--- src/rtl/mem_bus_arbiter_if.sv ---
// ============================================================================
// mem_bus_arbiter_if
// ----------------------------------------------------------------------------
// Purpose : bundles the two upstream requester channels (fetch, mem-stage) and
//           the downstream load/store-unit channel of the memory bus arbiter.
//
// Signals :
//   fetch    : if_req, if_addr          -> arbiter ; if_done, if_rdata  <- arbiter
//   mem      : mem_req, mem_we, mem_addr, mem_wdata, mem_wstrb -> arbiter
//              mem_done, mem_rdata      <- arbiter
//   bus      : bus_valid, bus_we, bus_addr, bus_wdata, bus_wstrb <- arbiter
//              bus_done, bus_rdata      -> arbiter
//
// Modports:
//   master : the arbiter's view (it masters the downstream bus and answers
//            both requesters).
//   slave  : the environment's view (requesters plus the downstream unit).
// ============================================================================
interface mem_bus_arbiter_if;
    // fetch requester
    logic        if_req;
    logic [31:0] if_addr;
    logic        if_done;
    logic [31:0] if_rdata;
    // mem-stage requester
    logic        mem_req;
    logic        mem_we;
    logic [31:0] mem_addr;
    logic [31:0] mem_wdata;
    logic [3:0]  mem_wstrb;
    logic        mem_done;
    logic [31:0] mem_rdata;
    // downstream load/store unit
    logic        bus_valid;
    logic        bus_we;
    logic [31:0] bus_addr;
    logic [31:0] bus_wdata;
    logic [3:0]  bus_wstrb;
    logic        bus_done;
    logic [31:0] bus_rdata;

    modport master (
        input  if_req, if_addr,
        input  mem_req, mem_we, mem_addr, mem_wdata, mem_wstrb,
        input  bus_done, bus_rdata,
        output if_done, if_rdata, mem_done, mem_rdata,
        output bus_valid, bus_we, bus_addr, bus_wdata, bus_wstrb
    );

    modport slave (
        output if_req, if_addr,
        output mem_req, mem_we, mem_addr, mem_wdata, mem_wstrb,
        output bus_done, bus_rdata,
        input  if_done, if_rdata, mem_done, mem_rdata,
        input  bus_valid, bus_we, bus_addr, bus_wdata, bus_wstrb
    );
endinterface

--- src/rtl/mem_bus_arbiter.sv ---
// ============================================================================
// mem_bus_arbiter
// ----------------------------------------------------------------------------
// Purpose : shares the single data-memory bus between the instruction-fetch
//           requester (read-only) and the memory-stage requester (read/write).
//           Fixed priority (MEM_PRIO) with a bounded-starvation override: once
//           the non-base requester has lost MAX_WAIT contested grants it is
//           forced to win the next contest. One transaction in flight.
//
// Handshake:
//   Requesters raise x_req with a stable payload and hold both until x_done
//   (a one-cycle pulse, x_rdata valid in that cycle). Downstream, bus_valid is
//   a one-cycle issue pulse with bus_* held stable until the one-cycle
//   bus_done pulse that carries bus_rdata. bus_done outside WAIT is ignored.
//
// Ports:
//   clk, rst     : clock, asynchronous active-high reset
//   mb           : mem_bus_arbiter_if.master (requester + downstream channels)
//   dbg_state    : current FSM state (0 IDLE, 1 ISSUE, 2 WAIT)
//   dbg_wait_cnt : current starvation counter
// ============================================================================
module mem_bus_arbiter #(
    parameter int MAX_WAIT = 4,
    parameter bit MEM_PRIO = 1'b1
) (
    input  logic                      clk,
    input  logic                      rst,
    mem_bus_arbiter_if.master         mb,
    output logic [1:0]                dbg_state,
    output logic [3:0]                dbg_wait_cnt
);

    typedef enum logic [1:0] {
        IDLE  = 2'd0,
        ISSUE = 2'd1,
        WAIT  = 2'd2
    } state_t;

    localparam logic [3:0] MAX_W = 4'(MAX_WAIT);

    state_t     state;
    logic       gnt_mem;    // 1: mem-stage owns the bus, 0: fetch owns it
    logic [3:0] wait_cnt;
    // A requester is masked only during the cycle its done pulse is out, so
    // a held request cannot be re-granted before the requester saw the done.
    logic       last_if;
    logic       last_mem;

    logic elig_if;
    logic elig_mem;
    logic both_elig;
    logic pick_mem;

    assign elig_if   = mb.if_req  & ~last_if;
    assign elig_mem  = mb.mem_req & ~last_mem;
    assign both_elig = elig_if & elig_mem;

    always_comb begin
        pick_mem = elig_mem;
        if (both_elig) begin
            // The starved (non-base) requester wins once wait_cnt is full.
            pick_mem = (wait_cnt == MAX_W) ? ~MEM_PRIO : MEM_PRIO;
        end
    end

    always_ff @(posedge clk or posedge rst) begin
        if (rst) begin
            state        <= IDLE;
            gnt_mem      <= 1'b0;
            wait_cnt     <= 4'd0;
            last_if      <= 1'b0;
            last_mem     <= 1'b0;
            mb.if_done   <= 1'b0;
            mb.if_rdata  <= 32'd0;
            mb.mem_done  <= 1'b0;
            mb.mem_rdata <= 32'd0;
            mb.bus_valid <= 1'b0;
            mb.bus_we    <= 1'b0;
            mb.bus_addr  <= 32'd0;
            mb.bus_wdata <= 32'd0;
            mb.bus_wstrb <= 4'd0;
        end else begin
            mb.if_done  <= 1'b0;
            mb.mem_done <= 1'b0;
            last_if     <= 1'b0;
            last_mem    <= 1'b0;

            case (state)
                IDLE: begin
                    if (elig_if || elig_mem) begin
                        gnt_mem <= pick_mem;
                        if (pick_mem) begin
                            mb.bus_we    <= mb.mem_we;
                            mb.bus_addr  <= mb.mem_addr;
                            mb.bus_wdata <= mb.mem_wdata;
                            mb.bus_wstrb <= mb.mem_wstrb;
                        end else begin
                            mb.bus_we    <= 1'b0;
                            mb.bus_addr  <= mb.if_addr;
                            mb.bus_wdata <= 32'd0;
                            mb.bus_wstrb <= 4'd0;
                        end

                        if (pick_mem != MEM_PRIO) begin
                            wait_cnt <= 4'd0;
                        end else if (both_elig && (wait_cnt != MAX_W)) begin
                            wait_cnt <= wait_cnt + 4'd1;
                        end

                        mb.bus_valid <= 1'b1;
                        state        <= ISSUE;
                    end
                end

                ISSUE: begin
                    mb.bus_valid <= 1'b0;
                    state        <= WAIT;
                end

                WAIT: begin
                    if (mb.bus_done) begin
                        if (gnt_mem) begin
                            mb.mem_done  <= 1'b1;
                            mb.mem_rdata <= mb.bus_we ? 32'd0 : mb.bus_rdata;
                            last_mem     <= 1'b1;
                        end else begin
                            mb.if_done   <= 1'b1;
                            mb.if_rdata  <= mb.bus_rdata;
                            last_if      <= 1'b1;
                        end
                        state <= IDLE;
                    end
                end

                default: begin
                    mb.bus_valid <= 1'b0;
                    state        <= IDLE;
                end
            endcase
        end
    end

    assign dbg_state    = state;
    assign dbg_wait_cnt = wait_cnt;

endmodule

--- src/flat_wrapper.sv ---
// flat-port wrapper written by rule: the top's interface ports become plain ports
module mem_bus_arbiter_flat 
#(
    parameter int MAX_WAIT = 4,
    parameter bit MEM_PRIO = 1'b1
)
  (clk, rst, dbg_state, dbg_wait_cnt, mb_if_req, mb_if_addr, mb_mem_req, mb_mem_we, mb_mem_addr, mb_mem_wdata, mb_mem_wstrb, mb_bus_done, mb_bus_rdata, mb_if_done, mb_if_rdata, mb_mem_done, mb_mem_rdata, mb_bus_valid, mb_bus_we, mb_bus_addr, mb_bus_wdata, mb_bus_wstrb);
  mem_bus_arbiter_if mb_i ();
  input  logic clk;
  input  logic rst;
  output logic [1:0] dbg_state;
  output logic [3:0] dbg_wait_cnt;
  input wire logic [$bits(mb_i.if_req)-1:0] mb_if_req;
  input wire logic [$bits(mb_i.if_addr)-1:0] mb_if_addr;
  input wire logic [$bits(mb_i.mem_req)-1:0] mb_mem_req;
  input wire logic [$bits(mb_i.mem_we)-1:0] mb_mem_we;
  input wire logic [$bits(mb_i.mem_addr)-1:0] mb_mem_addr;
  input wire logic [$bits(mb_i.mem_wdata)-1:0] mb_mem_wdata;
  input wire logic [$bits(mb_i.mem_wstrb)-1:0] mb_mem_wstrb;
  input wire logic [$bits(mb_i.bus_done)-1:0] mb_bus_done;
  input wire logic [$bits(mb_i.bus_rdata)-1:0] mb_bus_rdata;
  output wire logic [$bits(mb_i.if_done)-1:0] mb_if_done;
  output wire logic [$bits(mb_i.if_rdata)-1:0] mb_if_rdata;
  output wire logic [$bits(mb_i.mem_done)-1:0] mb_mem_done;
  output wire logic [$bits(mb_i.mem_rdata)-1:0] mb_mem_rdata;
  output wire logic [$bits(mb_i.bus_valid)-1:0] mb_bus_valid;
  output wire logic [$bits(mb_i.bus_we)-1:0] mb_bus_we;
  output wire logic [$bits(mb_i.bus_addr)-1:0] mb_bus_addr;
  output wire logic [$bits(mb_i.bus_wdata)-1:0] mb_bus_wdata;
  output wire logic [$bits(mb_i.bus_wstrb)-1:0] mb_bus_wstrb;
  assign mb_i.if_req = mb_if_req;
  assign mb_i.if_addr = mb_if_addr;
  assign mb_i.mem_req = mb_mem_req;
  assign mb_i.mem_we = mb_mem_we;
  assign mb_i.mem_addr = mb_mem_addr;
  assign mb_i.mem_wdata = mb_mem_wdata;
  assign mb_i.mem_wstrb = mb_mem_wstrb;
  assign mb_i.bus_done = mb_bus_done;
  assign mb_i.bus_rdata = mb_bus_rdata;
  assign mb_if_done = mb_i.if_done;
  assign mb_if_rdata = mb_i.if_rdata;
  assign mb_mem_done = mb_i.mem_done;
  assign mb_mem_rdata = mb_i.mem_rdata;
  assign mb_bus_valid = mb_i.bus_valid;
  assign mb_bus_we = mb_i.bus_we;
  assign mb_bus_addr = mb_i.bus_addr;
  assign mb_bus_wdata = mb_i.bus_wdata;
  assign mb_bus_wstrb = mb_i.bus_wstrb;
  mem_bus_arbiter #(.MAX_WAIT(MAX_WAIT), .MEM_PRIO(MEM_PRIO)) u_core (.clk(clk), .rst(rst), .mb(mb_i), .dbg_state(dbg_state), .dbg_wait_cnt(dbg_wait_cnt));
endmodule
--- config.mk ---
export PLATFORM = sky130hd
export DESIGN_NAME = mem_bus_arbiter_flat
export DESIGN_NICKNAME = d
export VERILOG_FILES = /design/src/rtl/mem_bus_arbiter_if.sv /design/src/rtl/mem_bus_arbiter.sv /design/src/flat_wrapper.sv
export SDC_FILE = /design/constraint.sdc
export NUM_CORES = 1
export LEC_CHECK = 0
export CAP_MARGIN = 20
export CORE_ASPECT_RATIO = 1.25
export CORE_MARGIN = 4
export CORE_UTILIZATION = 40
export CTS_BUF_LIST = sky130_fd_sc_hd__clkbuf_2
export CTS_CLUSTER_SIZE = 14
export DETAILED_ROUTE_END_ITERATION = 7
export GPL_TIMING_DRIVEN = 1
export PLACE_DENSITY = 0.77
export RECOVER_POWER = 50
export SYNTH_ARGS = -nofsm -noshare
export SYNTH_HDL_FRONTEND = slang
export SYNTH_SLANG_ARGS = --single-unit
--- constraint.sdc ---
create_clock -name clk -period 6.1 [get_ports clk]
set_input_delay 1.525 -clock clk [delete_from_list [all_inputs] [get_ports clk]]
set_output_delay 1.525 -clock clk [all_outputs]
set_load 0.005 [all_outputs]
; Word level (Yosys, flattened, before mapping)
; Cells that the tools add are included.
[op_classes]
add_sub_neg = 1
n_mul = 0
div = 0
n_lt_le_gt_ge = 0
n_eq_ne = 7
shift = 0
muxes = 20
n_bitwise = 7
n_reduce_logical = 9
[ops]
columns = op, count
row1 = $mux 32, 3
row2 = $mux 4, 3
row3 = $mux 1, 10
row4 = $reduce_and 3->1, 3
row5 = $pmux 2 s3, 1
row6 = $reduce_and 2->1, 3
row7 = $add 4x1->4 const B, 1
row8 = $eq 4x3->1 const B, 1
row9 = $mux 2, 2
row10 = $ne 2x2->1 const B, 2
row11 = $ne 4x3->1 const B, 1
row12 = $not 1->1, 4
row13 = $and 1x1->1, 3
row14 = $eq 2x1->1 const B, 1
row15 = $eq 2x2->1 const B, 1
row16 = $logic_not 2->1, 1
row17 = $ne 2x1->1 const B, 1
row18 = $pmux 1 s2, 1
row19 = $logic_and 1x1->1, 1
row20 = $logic_or 1x1->1, 1
[word_totals]
reg_bits = 143
latch_bits = 0
ram_bits = 0
rom_bits = 0
inputBits = 138
out_inout_bits = 142
elab_cells = 56
mem_count = 0

; Longest topological paths before layout
; Gate-level depths: netlist of run 1.
[logic_depth]
word_depth = 6
ltp_mapped = 8
ltp_nobuf = 6

; Worst setup path before layout of run 1
; Ideal clock, no wire load.
[synth_path]
path_type = input -> register
start = in mb_if_req
end = reg u_core.mb.bus_addr[17]
arrival_time_ns = 2.428
required_time_ns = 5.961
path_slack_ns = 3.533
path_stages = 8
n_path_buf = 3
path_cell_list = nor2b_1 > buf_2 > o21ai_4 > inv_2 > buf_6 > buf_2 > nor2_1 > a41oi_1
[synth_between]
elab_chain_cells = 4
elab_cells_between_ends = 6
cone_classes = mux: 2 / bitwise: 2 / reduce/logical: 2
[synth_rtl]
columns = element, line
row1 = from (decl), flat_wrapper.sv:13  ; input wire logic [$bits(mb_i.if_req)-1:0] mb_if_req;
row2 = $and 1x1->1 (*), mem_bus_arbiter.sv:54  ; assign elig_if = mb.if_req & ~last_if;
row3 = $and 1x1->1, mem_bus_arbiter.sv:56  ; assign both_elig = elig_if & elig_mem;
row4 = $mux 1, mem_bus_arbiter.sv:60  ; if (both_elig) begin
row5 = $mux 32, mem_bus_arbiter.sv:92  ; if (pick_mem) begin
row6 = to (signal assigned), mem_bus_arbiter.sv:94  ; mb.bus_addr <= mb.mem_addr;
row7 = to (signal assigned), mem_bus_arbiter.sv:99  ; mb.bus_addr <= mb.if_addr;
row8 = to (decl), mem_bus_arbiter_if.sv:47  ; output bus_valid, bus_we, bus_addr, bus_wdata, bus_wstrb
; Mark *: on every way between the ends. The rest lies on a longest branch, timed or not.
; A chain may end at the register's enable or synchronous reset.

; Worst setup path in the final report of run 1
[layout_path]
start = in mb_if_req
end = reg u_core.wait_cnt[2] (netlist: u_core.dbg_wait_cnt[2])
[layout_between]
elab_chain_cells = 5
elab_cells_between_ends = 8
cone_classes = eq/ne: 1 / mux: 2 / bitwise: 2 / reduce/logical: 3
[layout_rtl]
columns = element, line
row1 = $and 1x1->1 (*), mem_bus_arbiter.sv:54
row2 = $and 1x1->1, mem_bus_arbiter.sv:56
row3 = $mux 1 / $logic_and 1x1->1 (equally long branches), "mem_bus_arbiter.sv:60, mem_bus_arbiter.sv:106"
row4 = $ne 2x2->1 (no line), --
row5 = $reduce_and 3->1 (no line), --
row6 = to (signal assigned), mem_bus_arbiter.sv:107  ; wait_cnt <= wait_cnt + 4'd1;
row7 = to (decl), mem_bus_arbiter.sv:43  ; logic [3:0] wait_cnt;
; Marks and branches as above.

==> impl_metrics.tcl, run 1 <==
set metrics [dict create \
    grt_pass1_vias 5635 \
    route.detailed.drc 0 \
    ys_warn_count 0 \
    post_synth.cell_area_avg_um2 9.84 \
    nets 1030 \
    clock-sinks 143 \
    drt_iter0_drc 363 \
    netlist_area_mm2 0.00621 \
    yosys-top-cells-area "dfrtp_1 58%, nand2_1 8.6%, mux2_2 5.8%, nand3_1 5.2%, a41oi_1 4.5%" \
    cts_made_buffers 17 \
    syn_inst 631 \
    cts_max_level 4 \
    chipWidth_um 119 \
    final_common_cell "clkdlybuf4s50_1" \
    cp_cell_sequence "dlygate4sd3_1 -> nor2b_1 -> a21o_1 -> clkbuf_1 -> o21ai_0 -> o2bb2ai_1" \
    fp.dieH_um 147 \
    failed_checks "capacitance limit, slew limit" \
    drv_slew 184 \
    final_cell_mix "276 x clkdlybuf4s50_1, 143 x nand2_1, 143 x dfrtp_1" \
    swShare 0.351 \
    gp_congestion 0.814 \
    grt_max_degree 106 \
    numPortBuffers 279 \
    dieArea_mm2 0.0176 \
    grt_first_pass_wirelength_mm 29.6 \
    drive_gt1_frac 0.0842 \
    hpwlAfterDp_mm 13.2 \
    placed_area_mm2 0.00914 \
    synth_top_area_frac 0.577 \
    hp-class "flop to flop" \
    ios 280 \
    critPathBufInv 2 \
    setup_tns_ns 0 \
    vias_per_cell 5.01 \
    finalHoldViolations 0 \
    arrival_ns 4.87 \
    cpPeakStageDelay_ns 1.24 \
    worst_ep_required_time_ns 6.60 \
    slew_headroom -0.621 \
    fin_crit_sh 0.717 \
    setup-violations-final 0 \
    root_buffer "clkbuf_2" \
    hold_buffers 0 \
    grt_setup_unrepaired "false" \
    p_leak_nw 3.86 \
    status "finished, violations left" \
    cp-end-kind "flop" \
    final_antenna_net_count 0 \
    row_count 50 \
    clock_path_buffers 2 \
    p_comb_frac 0.474 \
    final_cell_area_mm2 0.00935 \
    area.growth.synth_to_final_pct 50.6 \
    intPower_w 0.00261 \
    synth_nets 771 \
    grt_overflow 0 \
    drtPass1Iterations 5 \
    switchingPower_w 0.00141 \
    synth-seq-area-share 0.577 \
    fillCellCount 1313 \
    start_kind "input port" \
    fin_worst_skew_ns 0.0382 \
    post-cts-setup-buffer-count 0 \
    fp.coreArea_mm2 0.0151 \
    clock_latency_ns 0.66 \
    holdWs_ns 0.506 \
    grt_use_total 0.209 \
    critPathSlowestCell "clkbuf_1" \
    via_count 5569 \
    seqPwrFrac 0.403 \
    start_util 0.412 \
    ys_ff_latch 143 \
    cp_top_family "buffers and inverters" \
    min_period_ns 4.37 \
    drt_wl_total_mm 18.5 \
    yosysTopAreaCell "dfrtp_1" \
    dp.cells 1079 \
    wl_per_cell_um 16.6 \
    antenna_found_initial 1 \
    synthDistinctLibCells 31 \
    post_cts_resize_count 0 \
    p_clk_frac 0.123 \
    power_density_mw_per_mm2 431 \
    critPathMaxFanout 43 \
    max_freq_mhz 229 \
    ir_drop_uv 186 \
    final_cell_count_no_fill 1112 \
    clk_pin_slew_ns 0.21 \
    drv_cap 4 \
    crit_type "input port to flop" \
    worst_pin_slew_ns 2.43 \
    tritoncts "built" \
]
==> registers in the layout, summed over array words and instances, names as in the netlist <==
name and cells:
u_core.dbg_wait_cnt 4, u_core.mb.if_rdata 32, u_core.mb.bus_wdata 32, u_core.mb.bus_wstrb 4, u_core.dbg_state 2, u_core.mb.mem_done 1, u_core.mb.bus_addr 32, u_core.mb.mem_rdata 32
u_core.gnt_mem 1, u_core.last_if 1, u_core.mb.bus_we 1, u_core.mb.bus_valid 1
==> final cells by class <==
class,instances,area [um2],share of cell area
Clock buffer,17,85.1,0.00910
Antenna cell,1,2.50,0.000268
Timing Repair Buffer,291,2890,0.309
Sequential cell,143,3580,0.383
Tap cell,208,260,0.0278
Inverter,6,27.5,0.00295
Clock inverter,15,131,0.0141
Multi-Input combinational cell,431,2370,0.254
==> worst reg2reg max path, stage by stage (launching register included) <==
cell and delay, ns:
dfrtp_1 0.46, nor2b_1 0.97, a21o_1 0.20, clkbuf_1 1.24, o21ai_0 0.18, o2bb2ai_1 0.19
==> cell usage after synthesis (all sizes together) <==
| library cell | n |
|---|---|
| dfrtp | 143 |
| nand2 | 143 |
| o21ai | 75 |
| nand3 | 65 |
| nand2b | 35 |
| nor2 | 33 |
| a41oi | 32 |
| mux2 | 32 |
| buf | 26 |
| clkbuf | 25 |
| inv | 6 |
| ha | 2 |
| nor2b | 2 |
| nor3 | 2 |
| a21o | 1 |
| and2 | 1 |
| and3b | 1 |
| mux2i | 1 |
| nand3b | 1 |
| nand4b | 1 |
| o22ai | 1 |
| o2bb2ai | 1 |
| o41ai | 1 |
| or3 | 1 |
==> layer usage <==
layer / routed length (um) / GRT usage / vias up / part of all wire
met4: 441 / 0.0711 / 0 / 0.024
met1: 7330 / 0.257 / 2659 / 0.40
li1: - / - / 2663 / -
met3: 1430 / 0.0655 / 32 / 0.078
met5: 0 / 0 / - / 0
met2: 9290 / 0.348 / 215 / 0.50
==> logic make-up (layout without fill, tap and decap cells) <==
logic type	Yosys count	in the layout	synth area share
AND/OR/NAND/NOR	285	285	0.205
flip-flops	143	143	0.577
AO/OA/AOI/OAI	111	111	0.113
buffers and inverters	57	329	0.0425
multiplexers	33	33	0.0597
adder cells (fa/ha/maj)	2	2	0.00403
other	0	1	0
==> path summary, 6_finish.rpt <==
check                                                          from                                   to  slack, ns  cells after the start
worst max-delay path                                      mb_if_req   u_core.dbg_wait_cnt[2]$_DFFE_PP0P_       1.73                      6
worst min-delay path            u_core.mb.bus_wdata[26]$_DFFE_PP0P_  u_core.mb.bus_wdata[26]$_DFFE_PP0P_       0.51                      2
worst max register to register             u_core.last_if$_DFF_PP0_   u_core.dbg_wait_cnt[2]$_DFFE_PP0P_       2.71                      5
worst min register to register  u_core.mb.bus_wdata[26]$_DFFE_PP0P_  u_core.mb.bus_wdata[26]$_DFFE_PP0P_       0.51                      2
max in group asynchronous                                       rst    u_core.mb.bus_addr[9]$_DFFE_PP0P_       2.00                      3
min in group asynchronous                                       rst    u_core.mb.bus_addr[6]$_DFFE_PP0P_       1.48                      2
==> metrics by stage <==
step	total power, W	setup WS, ns	util
after floorplan	0.00242	0.737	-
after global placement	0.00353	1.94	0.605
after detailed placement	0.00358	1.82	0.606
after CTS	0.00409	2.21	0.621
after global routing	0.00434	1.42	0.620
final	0.00403	1.73	0.620
==> power groups by stage <==
stage          logic [W]  clock network [W]  registers [W]
2_1_floorplan   0.000770                  0        0.00165
3_3_place_gp     0.00189                  0        0.00164
3_5_place_dp     0.00194                  0        0.00165
4_1_cts          0.00194           0.000522        0.00163
5_1_grt          0.00208           0.000563        0.00169
6_report         0.00191           0.000497        0.00162
Note: power is estimated with default switching activity, not from simulation.
==> run 2, diff against run 1 <==
Settings changed: CORE_UTILIZATION 40 to 39, PLACE_DENSITY 0.77 to 0.79.
Clock period 6.1 ns to 4 ns, I/O delays scaled along.
==> run 2 against run 1 <==
  * The flow still finishes with violations (capacitance limit, slew limit)
  * Global-route usage down 0.34 points
  * Sequential share of layout area decreased by 0.13 points
  * Critical path depth unchanged
  * Clock power rose by 88%
  * Non-clock buffer count is 1 higher
  * Power rose by 57%
  * Worst hold slack got worse by 0.020 ns
  * Cell count up 0.45%
  * First-iteration DRC count is 15% higher
  * Critical endpoint is now u_core.mb.bus_addr[25]$_DFFE_PP0P_
  * Largest power group unchanged
  * Highest routed layer is now met5
==> impl_metrics.tcl, run 2 (synthesized netlist as in run 1, its figures left out) <==
set metrics [dict create \
    grt_pass1_vias 5468 \
    cp_cell_sequence "clkdlybuf4s50_1 -> nor2b_2 -> o21ai_4 -> inv_2 -> clkbuf_1 -> a41oi_1" \
    grt-busiest-layer "met2" \
    grt_overflow 0 \
    power_density_mw_per_mm2 673 \
    fp.coreArea_mm2 0.0156 \
    setup_tns_ns 0 \
    grt_use_total 0.205 \
    tritoncts "built" \
    row_count 51 \
    critPathMaxFanout 44 \
    dp.cells 1084 \
    cp-end-kind "flop" \
    wl_per_cell_um 16.6 \
    post_cts_resize_count 0 \
    multi_input_area_mm2 0.00236 \
    grt_first_pass_wirelength_mm 29.1 \
    vias_per_cell 4.95 \
    hpwlAfterDp_mm 12.8 \
    arrival_ns 3.70 \
    grt_max_degree 144 \
    dieArea_mm2 0.0180 \
    ios 280 \
    area.growth.synth_to_final_pct 51.1 \
    grt_setup_unrepaired "false" \
    critPathBufInv 3 \
    p_leak_nw 3.87 \
    drt_iter0_drc 419 \
    clk_pin_slew_ns 0.20 \
    failed_checks "capacitance limit, slew limit" \
    clock-sinks 143 \
    final_cell_mix "277 x clkdlybuf4s50_1, 143 x nand2_1, 143 x dfrtp_1" \
    critPathSlowestCell "clkbuf_1" \
    hp-class "flop to flop" \
    fin_worst_skew_ns 0.0316 \
    crit_type "input port to flop" \
    setup-violations-final 0 \
    final_cell_area_mm2 0.00938 \
    final_antenna_net_count 0 \
    use_met2 0.341 \
    chipWidth_um 121 \
    seqPwrFrac 0.386 \
    gp_congestion 0.774 \
    final_common_cell "clkdlybuf4s50_1" \
    drv_cap 5 \
    post-cts-setup-buffer-count 0 \
    numPortBuffers 279 \
    seq_area_mm2 0.00358 \
    swShare 0.340 \
    route.detailed.drc 0 \
    finalHoldViolations 0 \
    clock_path_buffers 2 \
    via_count 5531 \
    slew_headroom -0.532 \
    placed_area_mm2 0.00915 \
    start_kind "input port" \
    hold_buffers 0 \
    worst_ep_required_time_ns 4.48 \
    holdWs_ns 0.487 \
    drive_gt1_frac 0.0819 \
    ir_drop_uv 256 \
    final_cell_count_no_fill 1117 \
    use_met1 0.248 \
    cpPeakStageDelay_ns 1.36 \
    nets 1031 \
    switchingPower_w 0.00215 \
    drtPass1Iterations 4 \
    cts_made_buffers 17 \
    min_period_ns 3.22 \
    fin_crit_sh 0.804 \
    status "finished, violations left" \
    drv_slew 328 \
    p_clk_frac 0.148 \
    use_met3 0.0603 \
    antenna_found_initial 2 \
    fp.dieH_um 149 \
    p_comb_frac 0.466 \
    cts_max_level 4 \
    fillCellCount 1385 \
    worst_pin_slew_ns 2.30 \
    root_buffer "clkbuf_2" \
    clock_latency_ns 0.71 \
    intPower_w 0.00416 \
    start_util 0.399 \
    cp_top_family "buffers and inverters" \
    final_core_util 0.602 \
    drt_wl_total_mm 18.6 \
    max_freq_mhz 311 \
]
run 2: layer usage:
layer  vias up  routed length [um]
met3        38                1350
met2       215                9130
met5         -                  13
met4         2                 584
li1       2673                   -
met1      2603                7500
run 2: area by class of cell:
class | instances | area share
flip-flops and latches | 143 | 0.382
repair buffers | 292 | 0.306
multi-input cells | 431 | 0.252
well taps | 212 | 0.0283
clock inverters | 15 | 0.0197
clock buffers | 17 | 0.00907
inverters | 6 | 0.00280
diodes | 1 | 0.000267
run 2: worst paths after layout:
check	depth (start not counted)	endpoint	slack (ns)	from
max	6	u_core.mb.bus_addr[25]$_DFFE_PP0P_	0.78	mb_if_req
min	1	u_core.last_if$_DFF_PP0_	0.49	u_core.gnt_mem$_DFFE_PP0P_
max reg2reg	3	u_core.mb.mem_rdata[22]$_DFFE_PP0P_	1.15	u_core.dbg_state[0]$_DFFE_PP0P_
min reg2reg	1	u_core.last_if$_DFF_PP0_	0.49	u_core.gnt_mem$_DFFE_PP0P_
max in group asynchronous	3	u_core.mb.bus_addr[2]$_DFFE_PP0P_	1.34	rst
min in group asynchronous	3	u_core.mb.if_rdata[14]$_DFFE_PP0P_	1.46	rst
run 2: power by group through the flow:
| stage | Clock [W] | Combinational [W] | Sequential, W |
|---|---|---|---|
| 2_1_floorplan | 0 | 0.00118 | 0.00251 |
| 3_5_place_dp | 0 | 0.00299 | 0.00248 |
| 6_report | 0.000934 | 0.00294 | 0.00244 |
| 4_1_cts | 0.000975 | 0.00299 | 0.00245 |
| 5_1_grt | 0.00104 | 0.00321 | 0.00253 |
| 3_3_place_gp | 0 | 0.00293 | 0.00246 |
run 2: worst register-to-register path: stages (launching register included):
cell	delay (ns)
dfrtp_1	0.51
nand4b_1	0.17
clkbuf_1	1.65
o21ai_0	0.34
run 2: through the flow:
stage               setup WS [ns]  total power [W]
floorplan                    1.21          0.00369
global placement            0.945          0.00539
detailed placement          0.908          0.00546
CTS                          1.05          0.00642
global route                0.515          0.00678
finish                      0.785          0.00631
